**config.mk**
```make
export PLATFORM = sky130hd
export DESIGN_NAME = instr_fetch_queue
export DESIGN_NICKNAME = d
export VERILOG_FILES = /design/src/rtl/ifq_pkg.sv /design/src/rtl/fetch_fifo.sv /design/src/rtl/instr_fetch_queue.sv
export SDC_FILE = /design/constraint.sdc
export NUM_CORES = 1
export LEC_CHECK = 0
export BUFFER_PORTS_ARGS = -buffer_cell sky130_fd_sc_hd__buf_2
export CELL_PAD_IN_SITES_DETAIL_PLACEMENT = 1
export CELL_PAD_IN_SITES_GLOBAL_PLACEMENT = 1
export CORE_ASPECT_RATIO = 1.4
export CORE_MARGIN = 4
export CORE_UTILIZATION = 53
export DETAILED_ROUTE_END_ITERATION = 16
export HOLD_SLACK_MARGIN = 0.06
export PLACE_DENSITY = 0.87
export SYNTH_ARGS = -nofsm -noshare
export SYNTH_HDL_FRONTEND = slang
export SYNTH_SLANG_ARGS = --single-unit
```
**constraint.sdc**
```tcl
create_clock -name clk_i -period 19.4 [get_ports clk_i]
set_input_delay 0.97 -clock clk_i [delete_from_list [all_inputs] [get_ports clk_i]]
set_output_delay 0.97 -clock clk_i [all_outputs]
set_load 0.05 [all_outputs]
```
**src/rtl/ifq_pkg.sv**
```systemverilog
// Shared types and constants for the instruction fetch queue.
package ifq_pkg;

    typedef enum logic [1:0] {
        IDLE  = 2'd0,
        REQ   = 2'd1,
        DRAIN = 2'd2
    } ifq_state_e;

    localparam logic [31:0] RESET_PC_DEFAULT = 32'h0000_0000;
    localparam int          INSTR_W          = 32;
    localparam int          PC_W             = 32;
    localparam int          ENTRY_W          = PC_W + INSTR_W;

endpackage

```
**src/rtl/fetch_fifo.sv**
```systemverilog
// First-word-fall-through FIFO; head is held in a register so data_o/valid_o
// never see a combinational path from push/pop/flush.
module fetch_fifo #(
    parameter int DEPTH = 4,
    parameter int WIDTH = 64
) (
    input  logic                         clk_i,
    input  logic                         rst_i,
    input  logic                         flush_i,
    input  logic                         push_i,
    input  logic [WIDTH-1:0]             data_i,
    input  logic                         pop_i,
    output logic [WIDTH-1:0]             data_o,
    output logic                         valid_o,
    output logic [$clog2(DEPTH+1)-1:0]   count_o
);

    localparam int PTR_W = $clog2(DEPTH);
    localparam int CNT_W = $clog2(DEPTH+1);

    logic [WIDTH-1:0] mem_q [DEPTH];
    logic [PTR_W-1:0] rd_ptr_q, rd_ptr_d;
    logic [PTR_W-1:0] wr_ptr_q, wr_ptr_d;
    logic [CNT_W-1:0] count_q, count_d;
    logic [WIDTH-1:0] head_q, head_d;
    logic             do_push, do_pop;

    always_comb begin
        do_pop   = pop_i && (count_q != '0) && !flush_i;
        do_push  = push_i && !flush_i;
        rd_ptr_d = rd_ptr_q + PTR_W'(do_pop);
        wr_ptr_d = wr_ptr_q + PTR_W'(do_push);
        count_d  = count_q + CNT_W'(do_push) - CNT_W'(do_pop);
        head_d   = head_q;
        if (flush_i) begin
            rd_ptr_d = '0;
            wr_ptr_d = '0;
            count_d  = '0;
        end
        // The new head is the word being written only when it lands in the slot the head moves to.
        if (count_d != '0) begin
            head_d = (do_push && (wr_ptr_q == rd_ptr_d)) ? data_i : mem_q[rd_ptr_d];
        end
    end

    always_ff @(posedge clk_i) begin
        if (do_push) begin
            mem_q[wr_ptr_q] <= data_i;
        end
    end

    always_ff @(posedge clk_i or negedge rst_i) begin
        if (!rst_i) begin
            rd_ptr_q <= '0;
            wr_ptr_q <= '0;
            count_q  <= '0;
            head_q   <= '0;
        end else begin
            rd_ptr_q <= rd_ptr_d;
            wr_ptr_q <= wr_ptr_d;
            count_q  <= count_d;
            head_q   <= head_d;
        end
    end

    assign data_o  = head_q;
    assign valid_o = (count_q != '0);
    assign count_o = count_q;

endmodule

```
**src/rtl/instr_fetch_queue.sv**
```systemverilog
// Fetches instructions over a req/ack memory port into a small FWFT queue
// feeding IF/ID; a branch redirect flushes the queue and restarts fetch.
module instr_fetch_queue
    import ifq_pkg::*;
#(
    parameter int          DEPTH    = 4,
    parameter logic [31:0] RESET_PC = RESET_PC_DEFAULT,
    parameter int          DATA_W   = INSTR_W
) (
    input  logic                         clk_i,
    input  logic                         rst_i,
    input  logic                         redirect_i,
    input  logic [31:0]                  redirect_pc_i,
    input  logic                         deq_i,
    output logic                         mem_req_o,
    output logic [31:0]                  mem_addr_o,
    input  logic                         mem_ack_i,
    input  logic [DATA_W-1:0]            mem_data_i,
    output logic [DATA_W-1:0]            instr_o,
    output logic [31:0]                  pc4_o,
    output logic                         valid_o,
    output logic [$clog2(DEPTH+1)-1:0]   count_o
);

    localparam int CNT_W = $clog2(DEPTH+1);

    ifq_state_e          state_q, state_d;
    logic [31:0]         fetch_pc_q, fetch_pc_d;
    logic                req_q, req_d;
    logic [31:0]         addr_q, addr_d;
    logic                push, pop;
    logic [31:0]         redirect_pc;
    logic [CNT_W-1:0]    fifo_count, count_after;
    logic                fifo_valid;
    logic [PC_W+DATA_W-1:0] head;

    always_comb begin
        state_d     = state_q;
        fetch_pc_d  = fetch_pc_q;
        req_d       = req_q;
        addr_d      = addr_q;
        push        = 1'b0;
        pop         = deq_i && fifo_valid;
        redirect_pc = redirect_pc_i & ~32'd3;
        count_after = fifo_count + CNT_W'(1) - CNT_W'(pop);
        unique case (state_q)
            IDLE: begin
                if (redirect_i) begin
                    fetch_pc_d = redirect_pc;
                end
                if (redirect_i || (fifo_count < CNT_W'(DEPTH))) begin
                    req_d   = 1'b1;
                    addr_d  = fetch_pc_d;
                    state_d = REQ;
                end
            end
            REQ: begin
                // A redirect without ack must keep the old request up until memory answers.
                if (redirect_i) begin
                    fetch_pc_d = redirect_pc;
                    if (mem_ack_i) begin
                        addr_d = redirect_pc;
                    end else begin
                        state_d = DRAIN;
                    end
                end else if (mem_ack_i) begin
                    push       = 1'b1;
                    fetch_pc_d = fetch_pc_q + 32'd4;
                    if (count_after < CNT_W'(DEPTH)) begin
                        addr_d = fetch_pc_d;
                    end else begin
                        req_d   = 1'b0;
                        state_d = IDLE;
                    end
                end
            end
            DRAIN: begin
                if (redirect_i) begin
                    fetch_pc_d = redirect_pc;
                end
                if (mem_ack_i) begin
                    addr_d  = fetch_pc_d;
                    state_d = REQ;
                end
            end
            default: begin
                req_d   = 1'b0;
                state_d = IDLE;
            end
        endcase
    end

    always_ff @(posedge clk_i or negedge rst_i) begin
        if (!rst_i) begin
            state_q    <= IDLE;
            fetch_pc_q <= RESET_PC;
            req_q      <= 1'b0;
            addr_q     <= '0;
        end else begin
            state_q    <= state_d;
            fetch_pc_q <= fetch_pc_d;
            req_q      <= req_d;
            addr_q     <= addr_d;
        end
    end

    fetch_fifo #(
        .DEPTH (DEPTH),
        .WIDTH (PC_W + DATA_W)
    ) u_fifo (
        .clk_i   (clk_i),
        .rst_i   (rst_i),
        .flush_i (redirect_i),
        .push_i  (push),
        .data_i  ({fetch_pc_q + 32'd4, mem_data_i}),
        .pop_i   (pop),
        .data_o  (head),
        .valid_o (fifo_valid),
        .count_o (fifo_count)
    );

    assign mem_req_o  = req_q;
    assign mem_addr_o = addr_q;
    assign instr_o    = head[DATA_W-1:0];
    assign pc4_o      = head[PC_W+DATA_W-1:DATA_W];
    assign valid_o    = fifo_valid;
    assign count_o    = fifo_count;

endmodule
```
==> results of run 1 <==
==> worst reg2reg max path: stages (launching register included) <==
cell       delay [ps]
dfrtp_1           610
nand4bb_1         660
clkinv_1          380
ha_1              210
inv_1              50
fa_1              510
nor2b_1           190
a21o_2            620
buf_4             590
nor2_4            120
buf_4             310
a221o_1           440
==> report_power, final <==
group / total [mW] / leakage [nW] / internal (mW) / switching (mW)
combinational: 1.11 / 2.75 / 0.315 / 0.799
sequential: 1.19 / 3.99 / 1.06 / 0.122
clock: 0.782 / 0.644 / 0.461 / 0.322
total: 3.08 / 7.39 / 1.84 / 1.24
==> cell families after synthesis <==
kind of cell    after synthesis
compound gates              260
xor+xnor                     44
fa+ha+maj                     7
buf+inv                     113
flops                       394
mux                          80
simple gates                364
==> sequential cells by signal, indices dropped and copies added, names as in the netlist <==
signal / flops
fetch_pc_q: 32
u_fifo.count_o: 3
u_fifo.mem_q: 256
u_fifo.wr_ptr_q: 2
mem_addr_o: 32
mem_req_o: 1
u_fifo.data_o: 64
u_fifo.rd_ptr_q: 2
state_q: 2
==> metal layers <==
metal | GRT usage | up-vias | share of wire
met2 | 0.491 | 467 | 0.52
met5 | 0 | - | 0
li1 | - | 5148 | -
met4 | 0.110 | 0 | 0.044
met1 | 0.336 | 6062 | 0.38
met3 | 0.0452 | 141 | 0.055
==> worst max-delay path by stage <==
stage	startpoint	end	slack (ps)	cells after the start
CTS	redirect_i	u_fifo.data_o[32]	14140	13
finish	redirect_i	u_fifo.data_o[32]	14140	13
floorplan	redirect_i	u_fifo.mem_q[2][0]	12790	3
detailed placement	redirect_i	u_fifo.data_o[21]	13600	13
global placement	redirect_i	u_fifo.data_o[1]	13770	13
global route	redirect_i	u_fifo.data_o[32]	13870	13
==> Yosys cell counts (5+ instances only) <==
cell type,n,share of area
mux4_2,49,0.064
a31oi_1,12,0.0043
or2_2,5,0.0018
nand2b_1,5,0.0018
and2_1,37,0.013
or3_1,12,0.0043
a22oi_1,6,0.0026
clkbuf_1,46,0.010
edfxtp_1,256,0.44
o31a_1,5,0.0025
a21o_1,9,0.0039
buf_4,7,0.0030
nand3_1,40,0.012
buf_1,8,0.0017
nor4_1,21,0.0076
nand2_1,109,0.024
ha_1,5,0.0036
a2111oi_0,5,0.0025
o21ai_0,63,0.018
o211ai_1,9,0.0039
xnor2_1,27,0.014
a221o_1,43,0.025
dfrtp_1,138,0.20
mux2i_1,28,0.016
nor3_1,19,0.0055
nand4_1,14,0.0051
and3_1,13,0.0047
nor2b_1,12,0.0043
a21oi_1,41,0.012
inv_1,13,0.0028
xor2_1,15,0.0076
buf_2,30,0.0087
o22ai_1,13,0.0047
nor2_1,51,0.011
or4_1,5,0.0022
==> cell type report <==
class                      count  area share
multi-input combinational    755       0.287
tap                          440      0.0278
sequential                   394       0.563
clock inverter                23      0.0128
timing repair buffer         192      0.0520
clock buffer                  51      0.0542
inverter                      18     0.00354
==> results.md, run 1 <==
* CP cell instances: buf_2 -> buf_4 -> nand4bb_1 -> clkinv_1 -> ha_1 -> inv_1 -> fa_1 -> xnor3_1 -> a21o_2 -> buf_4 -> nor2_4 -> buf_4 -> a221o_1
* Cells after synthesis at 1,262
* Count of cell types in the netlist at 80
* Die height at 222 um
* Hold buffer count at cts at 0
* DR iter-0 viols at 1,021
* Largest net degree at the start of global routing at 88
* Initial antenna violation count at 0
* # fillers at 3,164
* R2R setup slack at 14,570 ps
* Buf+Inv Stages, Crit Path at 6
* Crit-path slowest cell: a21o_2
* Layout area overhead at 14.5%
* Final setup violation count at 0
* Crit. End Element: flip-flop
* Final wirelength at 49,200 um
* NumNets Final at 1,476
* Chip width at 161 um
* Post-route clock period utilization at 0.271
* Worst r2r dst: u_fifo.data_o[32]
* Commonest non-fill, non-tap cell in the layout: edfxtp_1
* Commonest cells after routing, fill and taps aside: 256 x edfxtp_1, 166 x buf_2, 138 x dfrtp_1
* Post-route ant nets at 0
* Xor and xnor area share after synthesis at 0.0235
* Post-synth EDFFs at 256
* Max incr delay on CP at 620 ps
* Largest family of logic cells by synthesized area: simple AND/OR/NAND/NOR gates
* Pwr/cell area at 156 nW/um2
* Clk buf depth at 3
* Peak supply drop at 0.0974 mV
* Layout cell share with drive strength beyond 1 at 0.227
* Final setup skew at 22.2 ps
* # diodes at 0
* Final instance area at 19,800 um2
* Row cnt at 78
* Cell family with the largest share of critical-path delay: buffers and inverters
* DR pass1 iterations at 5
* Avg Synthesized Cell Area at 13.7 um2
* Post-CTS Setup Bufs at 0
* Clock latency on the worst-skew pair at 550 ps
* Fin cells at 1,873
* Placed insts at 1,799
* DRC Markers at 0
* Max cap viols at 0
* Area after DPL at 18,500 um2
* Synthesis Warnings at 0
* Setup_tns at 0 ps
* Clock Pin Slew Worst Setup and Hold Paths at 60 ps
* Final Power at 3.08 mW
* Initial Util at 0.535
* PostCTS Resize Cnt at 0
* Post-synthesis adder-cell area fraction at 0.00536
* Crit path DAT at 5670 ps
* Crit Path Class: input pin to flip-flop
* Startpoint Class: input pin
* RSZ-0062 raised after global routing: false
* HPWL after DPL at 31,500 um
* Vias in the first global route at 12,816
* Root Driver: clkbuf_16
* Fmax at 190 MHz
* Worst-path maximum fanout at 53
* Drt via density at 6.31
* Routed len/inst at 26.2 um
* FF-to-FF path depth at 11
* Minimum clock period at 5260 ps
* Tightest Hold Check Type: input pin to asynchronous set/reset pin
* Final Util at 0.613
* Die area at 35,600 um2
* Placer Congestion at 0.894
* Footprint of the multi-input gates at 5670 um2
* Mux contribution to synthesized area at 0.0820
* FF/Latch Area at 11,100 um2
* Clock Sinks at 394
* Yosys reg bits at 394
* Final Max Slew Viols at 0
* Hold Slack at 482 ps
* Async S/R FF share, synth at 0.350
* Rel. slew slack at 0.358
* Vias at 11,818
* Worst R2R Start: state_q[1]
* Num ports at 170
* Compound-Gate Fraction of Synth Area at 0.107
* IO Port Bufs at 167
* First-pass GRT wire length at 75,900 um
* Ys flop type: edfxtp_1
* Syn nets at 1,337
* Critical path's most frequent cell: buf_4
* Final worst slack at 14,140 ps
* Aggregate global-route resource usage at 0.276
* Status: finished, final reports clean
* Grt ovf at 0
* TritonCTS clock tree: done
* Syn Std Cell Area at 17,300 um2
* Total CTS buffers at 40
* Synth Area in Simple Gates at 0.108
* Critical Path RT at 19,810 ps
* CTS H-tree depth at 2
* Core area at 32,300 um2
* Leak at 7.39 nW
* Post-Place Setup Slack at 13,600 ps
* Worst-Margin Slew at 936 ps
* Final hold violations at 0
* Sequential element share of the synthesized area at 0.645
Note: power is estimated with default switching activity, not from simulation.
==> run 2, diff against run 1 <==
--- a/config.mk
+++ b/config.mk
@@ -10,10 +10,10 @@
 export CELL_PAD_IN_SITES_GLOBAL_PLACEMENT = 1
 export CORE_ASPECT_RATIO = 1.4
 export CORE_MARGIN = 4
-export CORE_UTILIZATION = 53
+export CORE_UTILIZATION = 44
 export DETAILED_ROUTE_END_ITERATION = 16
 export HOLD_SLACK_MARGIN = 0.06
-export PLACE_DENSITY = 0.87
+export PLACE_DENSITY = 0.78
 export SYNTH_ARGS = -nofsm -noshare
 export SYNTH_HDL_FRONTEND = slang
 export SYNTH_SLANG_ARGS = --single-unit
==> constraint.sdc (replaced) <==
create_clock -name clk_i -period 4.3 [get_ports clk_i]
set_input_delay 0.215 -clock clk_i [delete_from_list [all_inputs] [get_ports clk_i]]
set_output_delay 0.215 -clock clk_i [all_outputs]
set_load 0.05 [all_outputs]
==> run 2 against run 1 <==
Global-route usage fell by 4.8 points; sequential power rose to 4.5 times the previous value; clock power rose to 4.5 times the previous value; non-clock buffer count rose by 74; clock skew fell by 4.7 ps; combinational power rose to 4.6 times the previous value; largest cell class unchanged; cell count rose by 8.3%.
==> results.md, run 2 (synthesized netlist as in run 1, its figures left out) <==
* Status: finished, final reports clean
* Vias at 11,995
* Critical Path RT at 4720 ps
* DRC Markers at 0
* DR pass1 iterations at 6
* Max incr delay on CP at 590 ps
* Cell family with the largest share of critical-path delay: simple AND/OR/NAND/NOR gates
* Routed wire length on met2 at 25,700 um
* Vias in the first global route at 12,908
* Final instance area at 20,700 um2
* R2R setup slack at 540 ps
* Met3 routed WL at 2420 um
* Tightest Hold Check Type: input pin to flip-flop
* Pwr/cell area at 674 nW/um2
* First-pass GRT wire length at 76,000 um
* NumNets Final at 1,550
* Total CTS buffers at 40
* Levels on crit path at 9
* Post-route ant nets at 0
* Chip width at 176 um
* IO Port Bufs at 167
* Top layer in use: met4
* Placer Congestion at 0.929
* WL met1 at 19,200 um
* Num ports at 170
* Die height at 243 um
* Commonest non-fill, non-tap cell in the layout: edfxtp_1
* Final hold violations at 0
* PostCTS Resize Cnt at 0
* Clk buf depth at 3
* Routed len/inst at 24.0 um
* Final setup violation count at 0
* Crit-path slowest cell: inv_4
* # fillers at 3,848
* Rel. slew slack at 0.354
* Largest Register: u_fifo.mem_q
* Grt ovf at 0
* Row cnt at 85
* Root Driver: clkbuf_16
* FF-to-FF path depth at 9
* Crit path DAT at 4180 ps
* FF/Latch Area at 11,100 um2
* CTS H-tree depth at 2
* Worst-Margin Slew at 969 ps
* Final wirelength at 48,700 um
* Layout area overhead at 19.6%
* Buf+Inv Stages, Crit Path at 2
* RSZ-0062 raised after global routing: false
* Die area at 42,600 um2
* TritonCTS clock tree: done
* Final Max Slew Viols at 0
* Startpoint Class: flip-flop
* Final setup skew at 17.5 ps
* Fmax at 266 MHz
* Aggregate global-route resource usage at 0.227
* Commonest cells after routing, fill and taps aside: 256 x edfxtp_1, 166 x buf_2, 138 x dfrtp_1
* HPWL after DPL at 31,100 um
* Worst R2R Start: u_fifo.count_o[2]
* Leak at 7.72 nW
* Crit Path Class: flip-flop to flip-flop
* Peak supply drop at 0.483 mV
* Drt via density at 5.91
* Initial Util at 0.448
* Worst-path maximum fanout at 27
* DR iter-0 viols at 830
* Minimum clock period at 3760 ps
* Post-route clock period utilization at 0.875
* Crit. End Element: flip-flop
* Max cap viols at 0
* Max reg flops at 256
* Layout cell share with drive strength beyond 1 at 0.224
* Area after DPL at 18,700 um2
* Core area at 38,600 um2
* Footprint of the multi-input gates at 5690 um2
* Largest net degree at the start of global routing at 63
* CP cell instances: or3_1 -> and3_1 -> ha_1 -> nand2b_1 -> inv_4 -> buf_12 -> mux4_2 -> and2_1 -> a221o_1
* Clock latency on the worst-skew pair at 550 ps
* Clock Sinks at 394
* Worst Setup SP: u_fifo.count_o[2]
* Initial antenna violation count at 0
* Setup_tns at 0 ps
* Clock Pin Slew Worst Setup and Hold Paths at 60 ps
* Hold Path Cell Cnt at 2
* Hold path start: redirect_i
* # diodes at 0
-- run 2: cell types whose count changed in the layout (fill, tap and decap cells not counted), moves of 2 or more --
cell / before / now
dlygate4sd3_1: 0 / 61
buf_4: 25 / 33
buf_12: 0 / 5
clkbuf_1: 9 / 13
clkbuf_8: 1 / 5
clkinv_1: 9 / 7
clkinv_2: 6 / 4
clkinv_4: 2 / 0
-- run 2: final timing paths --
path | end
min in group asynchronous | mem_addr_o[26]
worst min register to register | u_fifo.data_o[38]
max in group asynchronous | fetch_pc_q[6]
worst max-delay path | u_fifo.data_o[30]
worst min-delay path | u_fifo.count_o[1]
worst max register to register | u_fifo.data_o[30]
-- run 2: worst register-to-register path, cell delays in order (launching register included) --
cell and delay, ps:
dfrtp_1 470, or3_1 410, and3_1 260, ha_1 330, nand2b_1 330, inv_4 600, buf_12 270, mux4_2 540
and2_1 180, a221o_1 250
-- run 2: routing by layer --
metal | up-vias | GRT usage
li1 | 5307 | -
met1 | 6201 | 0.284
met2 | 391 | 0.412
met3 | 96 | 0.0298
met4 | 0 | 0.0695
met5 | - | 0
-- run 2: cell type report --
type | instances | area share
sequential | 394 | 0.539
multi-input combinational | 755 | 0.275
timing repair buffer | 266 | 0.0871
clock buffer | 59 | 0.0553
tap | 522 | 0.0316
clock inverter | 15 | 0.00872
inverter | 18 | 0.00339
-- run 2: repair_timing --
item	CTS	global route
hold endpoints to repair	267	0
setup buffers	0	0
hold buffers	61	0
-- run 2: report_power, final --
part	total (mW)	switching, mW	internal [mW]
Combinational	5.07	3.55	1.52
Sequential	5.34	0.534	4.80
Clock	3.52	1.43	2.09
Total	13.9	5.52	8.41
-- run 2: metrics by stage --
stage | power [mW] | util | setup WS, ps | instances | hold WS, ps
2_1_floorplan | 8.89 | - | 114 | 1262 | -80.6
3_3_place_gp | 10.3 | 0.485 | 645 | 1894 | 274
3_5_place_dp | 10.4 | 0.485 | 527 | 1894 | 287
4_1_cts | 14.0 | 0.536 | 474 | 2029 | 64.8
5_1_grt | 14.6 | 0.536 | 319 | 2029 | 102
6_report | 13.9 | 0.536 | 539 | 2029 | 91.2
==> run 3, diff against run 2 <==
==> constraint.sdc (replaced) <==
create_clock -name clk_i -period 4.3 [get_ports clk_i]
set_input_delay 0.43 -clock clk_i [delete_from_list [all_inputs] [get_ports clk_i]]
set_output_delay 0.43 -clock clk_i [all_outputs]
set_load 0.05 [all_outputs]
==> run 3 against run 2 <==
Utilization fell by 1.2 points; design area fell by 2.3%; sequential share of layout area rose by 1.3 points; cell count fell by 2.9%; total power rose by 1.4%; via count fell by 2.7%; clock power rose by 7.1%; sequential power barely moved; combinational power fell by 1%; routed wire length fell by 1.4%; fmax barely moved.
==> results.md, run 3 (synthesized netlist as in run 1, its figures left out) <==
* IO Port Bufs at 167
* Total CTS buffers at 40
* DRC Markers at 0
* Worst hold endpoint: u_fifo.mem_q[1][23]
* Status: finished, final reports clean
* Core area at 38,600 um2
* Clk buf depth at 3
* PostCTS Resize Cnt at 0
* DR pass1 iterations at 7
* Crit Path Class: flip-flop to flip-flop
* Worst r2r dst: u_fifo.data_o[3]
* First-pass GRT wire length at 74,200 um
* Chip width at 176 um
* HPWL after DPL at 31,600 um
* Hold Slack at 130 ps
* Grt ovf at 0
* Layout cell share with drive strength beyond 1 at 0.238
* Tightest Hold Check Type: input pin to flip-flop
* Leak at 7.52 nW
* Crit. End Element: flip-flop
* Root Driver: clkbuf_16
* Die height at 243 um
* Max cap viols at 0
* CTS H-tree depth at 2
* Placed insts at 1,894
* Worst R2R Start: u_fifo.count_o[2]
* Clock Sinks at 394
* Final setup violation count at 0
* RSZ-0062 raised after global routing: false
* Critical Path RT at 4710 ps
* Clock latency on the worst-skew pair at 550 ps
* Crit path DAT at 4170 ps
* FF-to-FF path depth at 9
* Worst-Margin Slew at 976 ps
* Initial Util at 0.448
* Commonest non-fill, non-tap cell in the layout: edfxtp_1
* Minimum clock period at 3760 ps
* Drt via density at 5.93
* Rel. slew slack at 0.349
* Final Max Slew Viols at 0
* TritonCTS clock tree: done
* Final hold violations at 0
* Startpoint Class: flip-flop
* Pwr/cell area at 699 nW/um2
* Final wirelength at 48,000 um
* Die area at 42,600 um2
* Num ports at 170
* Final instance area at 20,200 um2
* Post-route clock period utilization at 0.875
* Peak supply drop at 0.379 mV
* Layout area overhead at 16.9%
* Largest net degree at the start of global routing at 91
* NumNets Final at 1,490
* Aggregate global-route resource usage at 0.223
* R2R setup slack at 540 ps
* Final setup skew at 26.0 ps
* Row cnt at 85
* Fin cells at 1,970
* Hold Path Cell Cnt at 1
* Area after DPL at 18,700 um2
* Setup_tns at 0 ps
* Max reg flops at 256
* Clock Pin Slew Worst Setup and Hold Paths at 60 ps
* Placer Congestion at 0.912
* Routed len/inst at 24.3 um
* Hold path start: mem_data_i[23]
* Fmax at 266 MHz
* Worst-path maximum fanout at 27
* Commonest cells after routing, fill and taps aside: 256 x edfxtp_1, 166 x buf_2, 138 x dfrtp_1
* Largest Register: u_fifo.mem_q
* Initial antenna violation count at 1
* DR iter-0 viols at 977
* Vias in the first global route at 12,501
* Post-route ant nets at 0
* Vias at 11,673
run 3: worst max-delay path by stage:
stage | start | to
6_report | u_fifo.count_o[2] | u_fifo.data_o[3]
5_1_grt | u_fifo.count_o[2] | u_fifo.data_o[3]
4_1_cts | u_fifo.count_o[2] | u_fifo.data_o[3]
3_5_place_dp | u_fifo.count_o[2] | u_fifo.data_o[3]
3_3_place_gp | u_fifo.count_o[2] | u_fifo.data_o[30]
2_1_floorplan | state_q[0] | u_fifo.mem_q[1][0]
run 3: critical path, stage by stage, from the launching register on:
cell	delay (ps)
dfrtp_1	480
or3_1	420
and3_1	260
ha_1	330
nand2b_1	320
inv_4	530
buf_4	320
mux4_2	520
and2_1	170
a221o_1	260
run 3: repair_timing:
item,in CTS,in global routing
hold buffers,1,0
endpoints found under the hold margin,52,0
endpoints found under the setup margin,0,0
setup buffers,0,0
run 3: metrics by stage:
step	worst slack (ps)	total power [mW]	utilization
after floorplan	114	8.89	-
after global placement	576	10.2	0.485
after detailed placement	473	10.4	0.485
after CTS	461	14.2	0.523
after global routing	301	14.8	0.523
final	536	14.1	0.523
run 3: layout make-up:
cell class | instances | area [um2]
antenna | 1 | 2.50
clock buffer | 51 | 1100
timing repair buffer | 206 | 1200
multi-input combinational | 755 | 5690
sequential | 394 | 11100
tap | 522 | 653
clock inverter | 23 | 339
inverter | 18 | 70.1
fill | 3862 | 18400
run 3: per-layer routing:
layer / GRT usage / wire, um / vias up / share of wire
met5: 0 / 0 / - / 0
met4: 0.0700 / 1350 / 0 / 0.028
met3: 0.0278 / 1960 / 83 / 0.041
met2: 0.394 / 24800 / 341 / 0.52
met1: 0.287 / 19900 / 6068 / 0.41
li1: - / - / 5181 / -
run 3: report_power, final:
group	internal, mW	switching [mW]	total (mW)
clock network	2.31	1.46	3.77
logic	1.47	3.55	5.02
registers	4.80	0.533	5.33
